### config.mk
export PLATFORM = sky130hd
export DESIGN_NAME = hilo_muldiv_flat
export DESIGN_NICKNAME = d
export VERILOG_FILES = /design/src/rtl/hilo_muldiv_if.sv /design/src/rtl/hilo_muldiv.sv /design/src/flat_wrapper.sv
export SDC_FILE = /design/constraint.sdc
export NUM_CORES = 2
export LEC_CHECK = 0
export ABC_AREA = 0
export BUFFER_PORTS_ARGS = -buffer_cell sky130_fd_sc_hd__buf_2
export CAP_MARGIN = 25
export CORE_UTILIZATION = 57
export DETAILED_ROUTE_END_ITERATION = 7
export GPL_TIMING_DRIVEN = 0
export PLACE_DENSITY = 0.8
export SETUP_SLACK_MARGIN = 0.3
export SLEW_MARGIN = 5
export SYNTH_ARGS = -nofsm -noshare
export SYNTH_HDL_FRONTEND = slang
export SYNTH_SLANG_ARGS = --single-unit
### constraint.sdc
create_clock -name clk -period 12.58 [get_ports clk]
set_input_delay 1.887 -clock clk [delete_from_list [all_inputs] [get_ports clk]]
set_output_delay 1.887 -clock clk [all_outputs]
set_load 0.01 [all_outputs]
### src/rtl/hilo_muldiv_if.sv
// HI/LO unit bus between the EX stage and the multiply/divide unit.
// A HI/LO op is accepted when op_valid is high in IDLE with flush low. EX then holds it while stallreq is high.
interface hilo_muldiv_if;
    logic        op_valid;
    logic [2:0]  op;
    logic [31:0] src_a;
    logic [31:0] src_b;
    logic        flush;
    logic        stallreq;
    logic        busy;
    logic [65:0] hilo_bus;
    logic [1:0]  dbg_state;

    modport master (
        output op_valid, op, src_a, src_b, flush,
        input  stallreq, busy, hilo_bus, dbg_state
    );

    modport slave (
        input  op_valid, op, src_a, src_b, flush,
        output stallreq, busy, hilo_bus, dbg_state
    );
endinterface

### src/rtl/hilo_muldiv.sv
// EX-stage multiply/divide unit producing HI/LO writes for MULT/MULTU/DIV/DIVU/MTHI/MTLO.
// Multiply waits MUL_LAT cycles; divide is restoring radix-2, one quotient bit per cycle.
module hilo_muldiv #(
    parameter int unsigned MUL_LAT = 1
) (
    input  logic         clk,
    input  logic         resetn,
    hilo_muldiv_if.slave bus
);
    typedef enum logic [1:0] {
        S_IDLE = 2'd0,
        S_MUL  = 2'd1,
        S_DIV  = 2'd2,
        S_DONE = 2'd3
    } state_e;

    localparam logic [2:0] OP_MULT  = 3'b000;
    localparam logic [2:0] OP_MULTU = 3'b001;
    localparam logic [2:0] OP_DIV   = 3'b010;
    localparam logic [2:0] OP_DIVU  = 3'b011;
    localparam logic [2:0] OP_MTHI  = 3'b100;
    localparam logic [2:0] OP_MTLO  = 3'b101;

    state_e      state_q, state_d;
    logic [4:0]  cnt_q, cnt_d;
    logic [31:0] a_q, a_d;
    logic [31:0] b_q, b_d;
    logic        sgn_q, sgn_d;
    // One bit wider than the 64-bit partial remainder so the shifted upper half never drops its MSB.
    logic [64:0] rem_q, rem_d;
    logic [31:0] hi_res_q, hi_res_d;
    logic [31:0] lo_res_q, lo_res_d;

    logic        is_muldiv;
    logic [31:0] in_a_mag;
    logic [63:0] ext_a, ext_b, product;
    logic [31:0] b_mag;
    logic [64:0] shifted, rem_step;
    logic [33:0] diff;
    logic [31:0] div_q, div_r;
    logic [65:0] hilo_bus_w;

    assign is_muldiv = (bus.op == OP_MULT) || (bus.op == OP_MULTU) ||
                       (bus.op == OP_DIV)  || (bus.op == OP_DIVU);
    assign in_a_mag  = (bus.op == OP_DIV && bus.src_a[31]) ? -bus.src_a : bus.src_a;

    assign ext_a   = {{32{sgn_q & a_q[31]}}, a_q};
    assign ext_b   = {{32{sgn_q & b_q[31]}}, b_q};
    assign product = ext_a * ext_b;

    assign b_mag    = (sgn_q && b_q[31]) ? -b_q : b_q;
    assign shifted  = {rem_q[63:0], 1'b0};
    assign diff     = {1'b0, shifted[64:32]} - {2'b00, b_mag};
    assign rem_step = diff[33] ? shifted : {diff[32:0], shifted[31:1], 1'b1};
    assign div_q    = rem_step[31:0];
    assign div_r    = rem_step[63:32];

    always_comb begin
        state_d    = state_q;
        cnt_d      = cnt_q;
        a_d        = a_q;
        b_d        = b_q;
        sgn_d      = sgn_q;
        rem_d      = rem_q;
        hi_res_d   = hi_res_q;
        lo_res_d   = lo_res_q;
        hilo_bus_w = '0;

        unique case (state_q)
            S_IDLE: begin
                if (bus.op_valid && !bus.flush) begin
                    case (bus.op)
                        OP_MULT, OP_MULTU: begin
                            state_d = S_MUL;
                            cnt_d   = 5'(MUL_LAT - 1);
                            a_d     = bus.src_a;
                            b_d     = bus.src_b;
                            sgn_d   = (bus.op == OP_MULT);
                        end
                        OP_DIV, OP_DIVU: begin
                            state_d = S_DIV;
                            cnt_d   = 5'd31;
                            a_d     = bus.src_a;
                            b_d     = bus.src_b;
                            sgn_d   = (bus.op == OP_DIV);
                            rem_d   = {33'd0, in_a_mag};
                        end
                        OP_MTHI: hilo_bus_w = {2'b10, bus.src_a, 32'd0};
                        OP_MTLO: hilo_bus_w = {2'b01, 32'd0, bus.src_a};
                        default: ;
                    endcase
                end
            end
            S_MUL: begin
                cnt_d = cnt_q - 5'd1;
                if (cnt_q == 5'd0) begin
                    state_d  = S_DONE;
                    hi_res_d = product[63:32];
                    lo_res_d = product[31:0];
                end
            end
            S_DIV: begin
                rem_d = rem_step;
                cnt_d = cnt_q - 5'd1;
                if (cnt_q == 5'd0) begin
                    state_d = S_DONE;
                    // Divide by zero skips sign correction and reports the raw dividend.
                    if (b_q == 32'd0) begin
                        hi_res_d = a_q;
                        lo_res_d = 32'hFFFF_FFFF;
                    end else begin
                        lo_res_d = (sgn_q && (a_q[31] ^ b_q[31])) ? -div_q : div_q;
                        hi_res_d = (sgn_q && a_q[31]) ? -div_r : div_r;
                    end
                end
            end
            S_DONE: begin
                state_d = S_IDLE;
                if (!bus.flush) begin
                    hilo_bus_w = {2'b11, hi_res_q, lo_res_q};
                end
            end
            default: state_d = S_IDLE;
        endcase

        if (bus.flush) begin
            state_d = S_IDLE;
        end
    end

    always_ff @(posedge clk) begin
        if (!resetn) begin
            state_q  <= S_IDLE;
            cnt_q    <= '0;
            a_q      <= '0;
            b_q      <= '0;
            sgn_q    <= 1'b0;
            rem_q    <= '0;
            hi_res_q <= '0;
            lo_res_q <= '0;
        end else begin
            state_q  <= state_d;
            cnt_q    <= cnt_d;
            a_q      <= a_d;
            b_q      <= b_d;
            sgn_q    <= sgn_d;
            rem_q    <= rem_d;
            hi_res_q <= hi_res_d;
            lo_res_q <= lo_res_d;
        end
    end

    assign bus.busy      = (state_q == S_MUL) || (state_q == S_DIV);
    assign bus.stallreq  = ((state_q == S_IDLE) && bus.op_valid && is_muldiv) || bus.busy;
    assign bus.hilo_bus  = hilo_bus_w;
    assign bus.dbg_state = state_q;
endmodule

### src/flat_wrapper.sv
// flat-port wrapper written by rule: the top's interface ports become plain ports
module hilo_muldiv_flat 
#(
    parameter int unsigned MUL_LAT = 1
)
  (clk, resetn, bus_op_valid, bus_op, bus_src_a, bus_src_b, bus_flush, bus_stallreq, bus_busy, bus_hilo_bus, bus_dbg_state);
  hilo_muldiv_if bus_i ();
  input  logic clk;
  input  logic resetn;
  input wire logic [$bits(bus_i.op_valid)-1:0] bus_op_valid;
  input wire logic [$bits(bus_i.op)-1:0] bus_op;
  input wire logic [$bits(bus_i.src_a)-1:0] bus_src_a;
  input wire logic [$bits(bus_i.src_b)-1:0] bus_src_b;
  input wire logic [$bits(bus_i.flush)-1:0] bus_flush;
  output wire logic [$bits(bus_i.stallreq)-1:0] bus_stallreq;
  output wire logic [$bits(bus_i.busy)-1:0] bus_busy;
  output wire logic [$bits(bus_i.hilo_bus)-1:0] bus_hilo_bus;
  output wire logic [$bits(bus_i.dbg_state)-1:0] bus_dbg_state;
  assign bus_i.op_valid = bus_op_valid;
  assign bus_i.op = bus_op;
  assign bus_i.src_a = bus_src_a;
  assign bus_i.src_b = bus_src_b;
  assign bus_i.flush = bus_flush;
  assign bus_stallreq = bus_i.stallreq;
  assign bus_busy = bus_i.busy;
  assign bus_hilo_bus = bus_i.hilo_bus;
  assign bus_dbg_state = bus_i.dbg_state;
  hilo_muldiv #(.MUL_LAT(MUL_LAT)) u_core (.clk(clk), .resetn(resetn), .bus(bus_i));
endmodule
## Word-level counts from Yosys, hierarchy flattened

Index checks and enable logic that the tools add are counted.

| word-level totals | value |
|---|---|
| bits in registers | 200 |
| output and inout port bits | 70 |
| input bits | 71 |

| operators by class | value |
|---|---|
| bitwise logic cells | 4 |
| reductions and logical operators | 32 |
| equal/unequal tests | 14 |
| add/sub/neg operators | 6 |
| muxes and demuxes | 28 |
| multipliers | 1 |

Operators with widths:

| operator | number |
|---|---|
| 32-bit two-way mux | 10 |
| 66-bit case mux with 2 select lines | 2 |
| 64-bit two-way mux | 3 |
| 66-bit two-way mux | 2 |
| 32-bit negator | 4 |
| 32-bit case mux with 2 select lines | 2 |
| 64-bit case mux with 2 select lines | 1 |
| 33-bit by 33-bit multiplier with 64-bit output | 1 |
| 33-bit by 32-bit subtractor with 34-bit output | 1 |
| 32-bit zero test | 1 |
| 5-bit case mux with 2 select lines | 2 |
| 3-bit AND reduction | 6 |
| 2-bit by 1-bit inequality test with 1-bit output (second input constant) | 4 |
| 2-bit nonzero test | 4 |
| 2-bit OR reduction | 4 |
| 1-bit logical AND | 7 |
| 3-bit by 2-bit == test with 1-bit output (second input constant) | 2 |
| 3-bit == test (second input constant) | 2 |
| 2-bit case mux with 3 select lines | 1 |
| 5-bit zero test | 1 |
| 1-bit logical OR | 5 |
| 5-bit two-way mux | 1 |
| 5-bit by 1-bit subtractor with 5-bit output (second input constant) | 1 |
| 2-bit == test (second input constant) | 2 |
| other kinds (14) | 16 |

## Longest topological paths before layout

| depth | value |
|---|---|
| depth in word-level cells | 9 |
| gate-level depth with buffers | 33 |

## Worst setup path before layout

No wires, ideal clock.

| timing | value |
|---|---|
| kind | register to register |
| start | reg u_core.a_q[31] |
| end | reg u_core.hi_res_q[30] |
| stages on the path, launching flop included | 33 |
| path slack | 3.892 ns |
| data required time | 12.453 ns |
| clock period less this slack | 8.688 ns |
| arrival | 8.561 ns |
| cell sequence | dfxtp_1 -> and2_0 -> clkbuf_1 -> buf_1 -> buf_1 -> nand2_1 -> inv_1 -> fa_1 -> inv_1 -> fa_1 -> inv_1 -> fa_1 -> fa_1 -> inv_1 -> fa_1 -> inv_1 -> fa_1 -> inv_1 -> fa_1 -> fa_1 -> inv_1 -> ha_1 -> a21o_1 -> a21o_1 -> a21oi_1 -> o21ai_0 -> a31oi_1 -> o21ai_0 -> nand2_1 -> nor4_1 -> o41ai_1 -> a21oi_1 -> or3_1 |

| between the ends | value |
|---|---|
| cells in the longest elaborated chain, start to end | 5 |

Ends and longest elaborated chain:

| item | line | RTL |
|---|---|---|
| from (decl) | hilo_muldiv.sv:26 | `logic [31:0] a_q, a_d;` |
| from (signal assigned) | hilo_muldiv.sv:135 | `a_q <= '0;` |
| from (signal assigned) | hilo_muldiv.sv:144 | `a_q <= a_d;` |
| branches (longest 4 deep; another with 33-bit by 33-bit multiplier with 64-bit output) | -- |  |
| 32-bit case mux with 2 select lines * | hilo_muldiv.sv:69 | `unique case (state_q)` |
| to (signal assigned) | hilo_muldiv.sv:148 | `hi_res_q <= hi_res_d;` |
| to (decl) | hilo_muldiv.sv:31 | `logic [31:0] hi_res_q, hi_res_d;` |

Every way passes the cells marked *. The select of a mux whose other input is x is not followed.
A chain may end at the register's enable or synchronous reset.

## Final worst setup path

Ends and elaborated chain as after synthesis.

==> key figures <==
Power
  • Total Power: 2.21 mW
  • PD cells: 39.8 nW/um2
  • Pleak: 26.0 nW
  • Max VDD drop: 0.0000815 V

Clock network
  • Clock sinks: 200
  • Clock transition at the registers of the reported paths: 0.08 ns
  • Htree depth: 4
  • Total CTS buffers: 17
  • Maximum buffer depth of the clock tree: 2
  • Post-CTS Setup Bufs: 0
  • CTS Root Cell: clkbuf_16
  • Clock latency at the later pin of the worst-skew pair: 0.49 ns
  • TritonCTS clock tree: done

Placement
  • Final GP Congestion: 1.09
  • IO Port Bufs: 126
  • HPWL after DPL: 167,000 um
  • Cell count after placement: 7,610

Worst setup path
  • Critical path type: reg -> reg
  • Startpoint Class: flip-flop
  • Crit path DAT: 12.13 ns
  • Critical Path RT: 12.94 ns
  • Critical path's slowest cell: fa_2
  • Buf/Inv on CP: 10
  • Critical path fanouts, max: 10
  • Crit-path leading delay family: adder cells
  • Worst setup EP type: flip-flop
  • Max incr delay on CP: 0.84 ns

Global routing
  • Largest net degree at the start of global routing: 25
  • Tot GR Track Use: 43.8%
  • Overflow after GRT: 0
  • Vias in the first global route: 47.6k
  • Initial antenna violation count: 23
  • First-pass GRT wire length: 299,000 um

Routing
  • Drt wl/cell: 26.5 um
  • Pre-antenna DRT Iters: 8
  • WL final: 204,000 um
  • Vias per inst: 6.29
  • DRC viols: 26
  • Detailed Route Iter0 Violations: 6,269
  • Routed Antenna Nets: 0
  • Via count: 48.3k

Yosys
  • Async SR Flop Fraction: 0%
  • Mean area per synthesized cell: 8.36 um2
  • Post-synthesis cell count: 6,288
  • Top cells by area, synth: fa_1, inv_1, dfxtp_1
  • Yosys top cell by area: fa_1
  • Cell variety after synth: 85
  • Post-synthesis sequential area ratio: 7.62%
  • Post-Syn Area: 52,600 um2
  • Syn nets: 7,742
  • Synth warn: 0
  • Post-synthesis register bit count: 200
  • Yosys top cell area share: 42.9%
  • Top FF cell, synth: dfxtp_1
  • Number of flops mapped to enable cells by yosys: 0

Floorplan
  • DIE AREA: 93,400 um2
  • # IOs: 141
  • Core box area: 91,500 um2
  • Die X: 306 um
  • Initial Util: 57.4%
  • Rows: 111
  • Die Ht: 306 um

Timing
  • Count of final setup violators: 0
  • Fin crit share: 93.5%
  • Final Max Slew Viols: 0
  • Worst Tran Pin Value: 1.21 ns
  • Max-Slew Margin vs Limit: 19.0%
  • F_max: 85.0 MHz
  • RSZ-0062 raised after global routing: false
  • Clock Skew: 0.0230 ns
  • Hold Fails Final Rpt: 0
  • Min Tclk post-route: 11.76 ns
  • Sum Neg Setup Slack: 0 ns
  • Hold_ws: 0.454 ns

Layout
  • Area added between synthesis and finish: 5.86%
  • Reg area: 4000 um2
  • Final core utilization: 60.8%
  • Final Non-Filler Cells: 7,684
  • Area of the multi-input gates: 42,600 um2
  • Filler cells: 8,010
  • Fraction of layout cells with a size suffix above 1: 3.57%
  • Nets: 7,911

Min path
  • Hold WC Path Type: reg -> reg

Status
  • Failing checks: DRC
  • Status: finished, violations left

Run
  • Max cap viols: 0
cells by family (layout without fill, tap and decap cells):
kind of cell	count (synthesis)	after routing	synth area share, %
AOI/OAI and AO/OA	891	891	10.8
xor gates and xnor gates	187	187	3.12
adders and majority gates	1383	1383	49.0
buffers and inverters	1589	1771	11.4
DFF	200	200	7.62
muxes	32	32	0.626
other	0	28	0
and+or+nand+nor	2006	2006	17.5
layout make-up:
type / instances / area share, %
Clock inverter: 14 / 0.281
Tap cell: 1186 / 2.67
Sequential cell: 200 / 7.20
Multi-Input combinational cell: 4499 / 76.5
Buffer: 443 / 3.02
Antenna cell: 28 / 0.126
Clock buffer: 18 / 0.771
Inverter: 1146 / 7.73
Timing Repair Buffer: 150 / 1.66
through the flow:
stage	setup slack [ns]	instance area [um2]
floorplan	3.89	52600
CTS	0.768	55400
global placement	0.773	54700
detailed placement	0.801	54800
finish	0.817	55600
global route	0.577	55600
timing repair:
item                       CTS  global route
hold buffers                 0             0
setup endpoints to repair    0             3
resized for setup            0             2
cells in the final DEF (no fill, tap or decap), drive strengths merged, types with 13 or more instances in the layout:
cell    synthesis  layout
inv          1144    1151
fa           1126    1126
nand2        1061    1061
clkbuf        387     408
and2          372     372
a21oi         303     303
nor2          286     286
ha            257     257
buf            56     203
dfxtp         200     200
o21ai         175     175
xnor2         113     113
a22oi          78      78
xor2           74      74
nor3           42      42
a31oi          39      39
a21o           39      39
nand3          38      38
o211ai         32      32
diode           0      28
nor2b          28      28
mux2i          28      28
and3           27      27
nand2b         26      26
a211oi         26      26
o221ai         25      25
o31ai          24      24
nand4          24      24
or4            21      21
nor4           21      21
o21a           19      19
o41ai          19      19
or3            16      16
o21bai         13      13
worst register-to-register path: cells and delay by family (launching register included):
kind,cells,cell delay [ns]
compound gates,8,2.17
flops,1,0.54
simple gates,5,1.30
fa+ha+maj,9,5.01
buf+inv,10,2.64
final timing paths:
kind                                          from                          endpoint  slack [ns]  cells after the start
setup / recovery       u_core.a_q[31]$_SDFFE_PN0P_  u_core.hi_res_q[30]$_SDFFE_PN0P_        0.82                     32
hold / removal    u_core.lo_res_q[24]$_SDFFE_PN0P_  u_core.lo_res_q[24]$_SDFFE_PN0P_        0.45                      2
setup reg to reg       u_core.a_q[31]$_SDFFE_PN0P_  u_core.hi_res_q[30]$_SDFFE_PN0P_        0.82                     32
hold reg to reg   u_core.lo_res_q[24]$_SDFFE_PN0P_  u_core.lo_res_q[24]$_SDFFE_PN0P_        0.45                      2
state kept, by name, indices dropped and copies added (netlist names):
name and flops:
u_core.a_q 32, u_core.b_q 32, u_core.bus.dbg_state 2, u_core.cnt_q 5, u_core.hi_res_q 32, u_core.lo_res_q 32, u_core.rem_q 64, u_core.sgn_q 1
Yosys cell counts (7+ instances only):
| library cell | instances |
|---|---|
| inv_1 | 1144 |
| fa_1 | 1126 |
| nand2_1 | 1061 |
| clkbuf_1 | 386 |
| and2_1 | 370 |
| a21oi_1 | 303 |
| nor2_1 | 286 |
| ha_1 | 257 |
| dfxtp_1 | 200 |
| o21ai_0 | 169 |
| xnor2_1 | 113 |
| a22oi_1 | 78 |
| xor2_1 | 74 |
| buf_1 | 45 |
| nor3_1 | 41 |
| a21o_1 | 39 |
| a31oi_1 | 39 |
| nand3_1 | 38 |
| o211ai_1 | 31 |
| mux2i_1 | 28 |
| nor2b_1 | 28 |
| and3_1 | 27 |
| a211oi_1 | 26 |
| nand2b_1 | 26 |
| o221ai_1 | 25 |
| nand4_1 | 24 |
| o31ai_1 | 24 |
| nor4_1 | 20 |
| or4_1 | 20 |
| o21a_1 | 19 |
| o41ai_1 | 19 |
| or3_1 | 14 |
| o21bai_1 | 13 |
| buf_2 | 11 |
| a21boi_0 | 10 |
| a311oi_1 | 9 |
| nand3b_1 | 9 |
| nor3b_1 | 9 |
| a211o_1 | 7 |
| a221oi_1 | 7 |
| or2_2 | 7 |
per-layer routing:
layer / part of all wire [%] / wire (um) / global-route usage, %
met5: 0.10 / 213 / 0
met4: 8.4 / 17000 / 30.1
met3: 17 / 33700 / 19.9
met2: 41 / 83300 / 61.7
met1: 34 / 69500 / 53.4
report_power, final:
| part | switching [mW] | total [mW] | internal, mW |
|---|---|---|---|
| logic | 0.686 | 0.951 | 0.265 |
| clock network | 0.314 | 0.581 | 0.267 |
| registers | 0.0241 | 0.680 | 0.656 |
| total | 1.02 | 2.21 | 1.19 |
No activity file was read; power rests on OpenSTA's default activity.
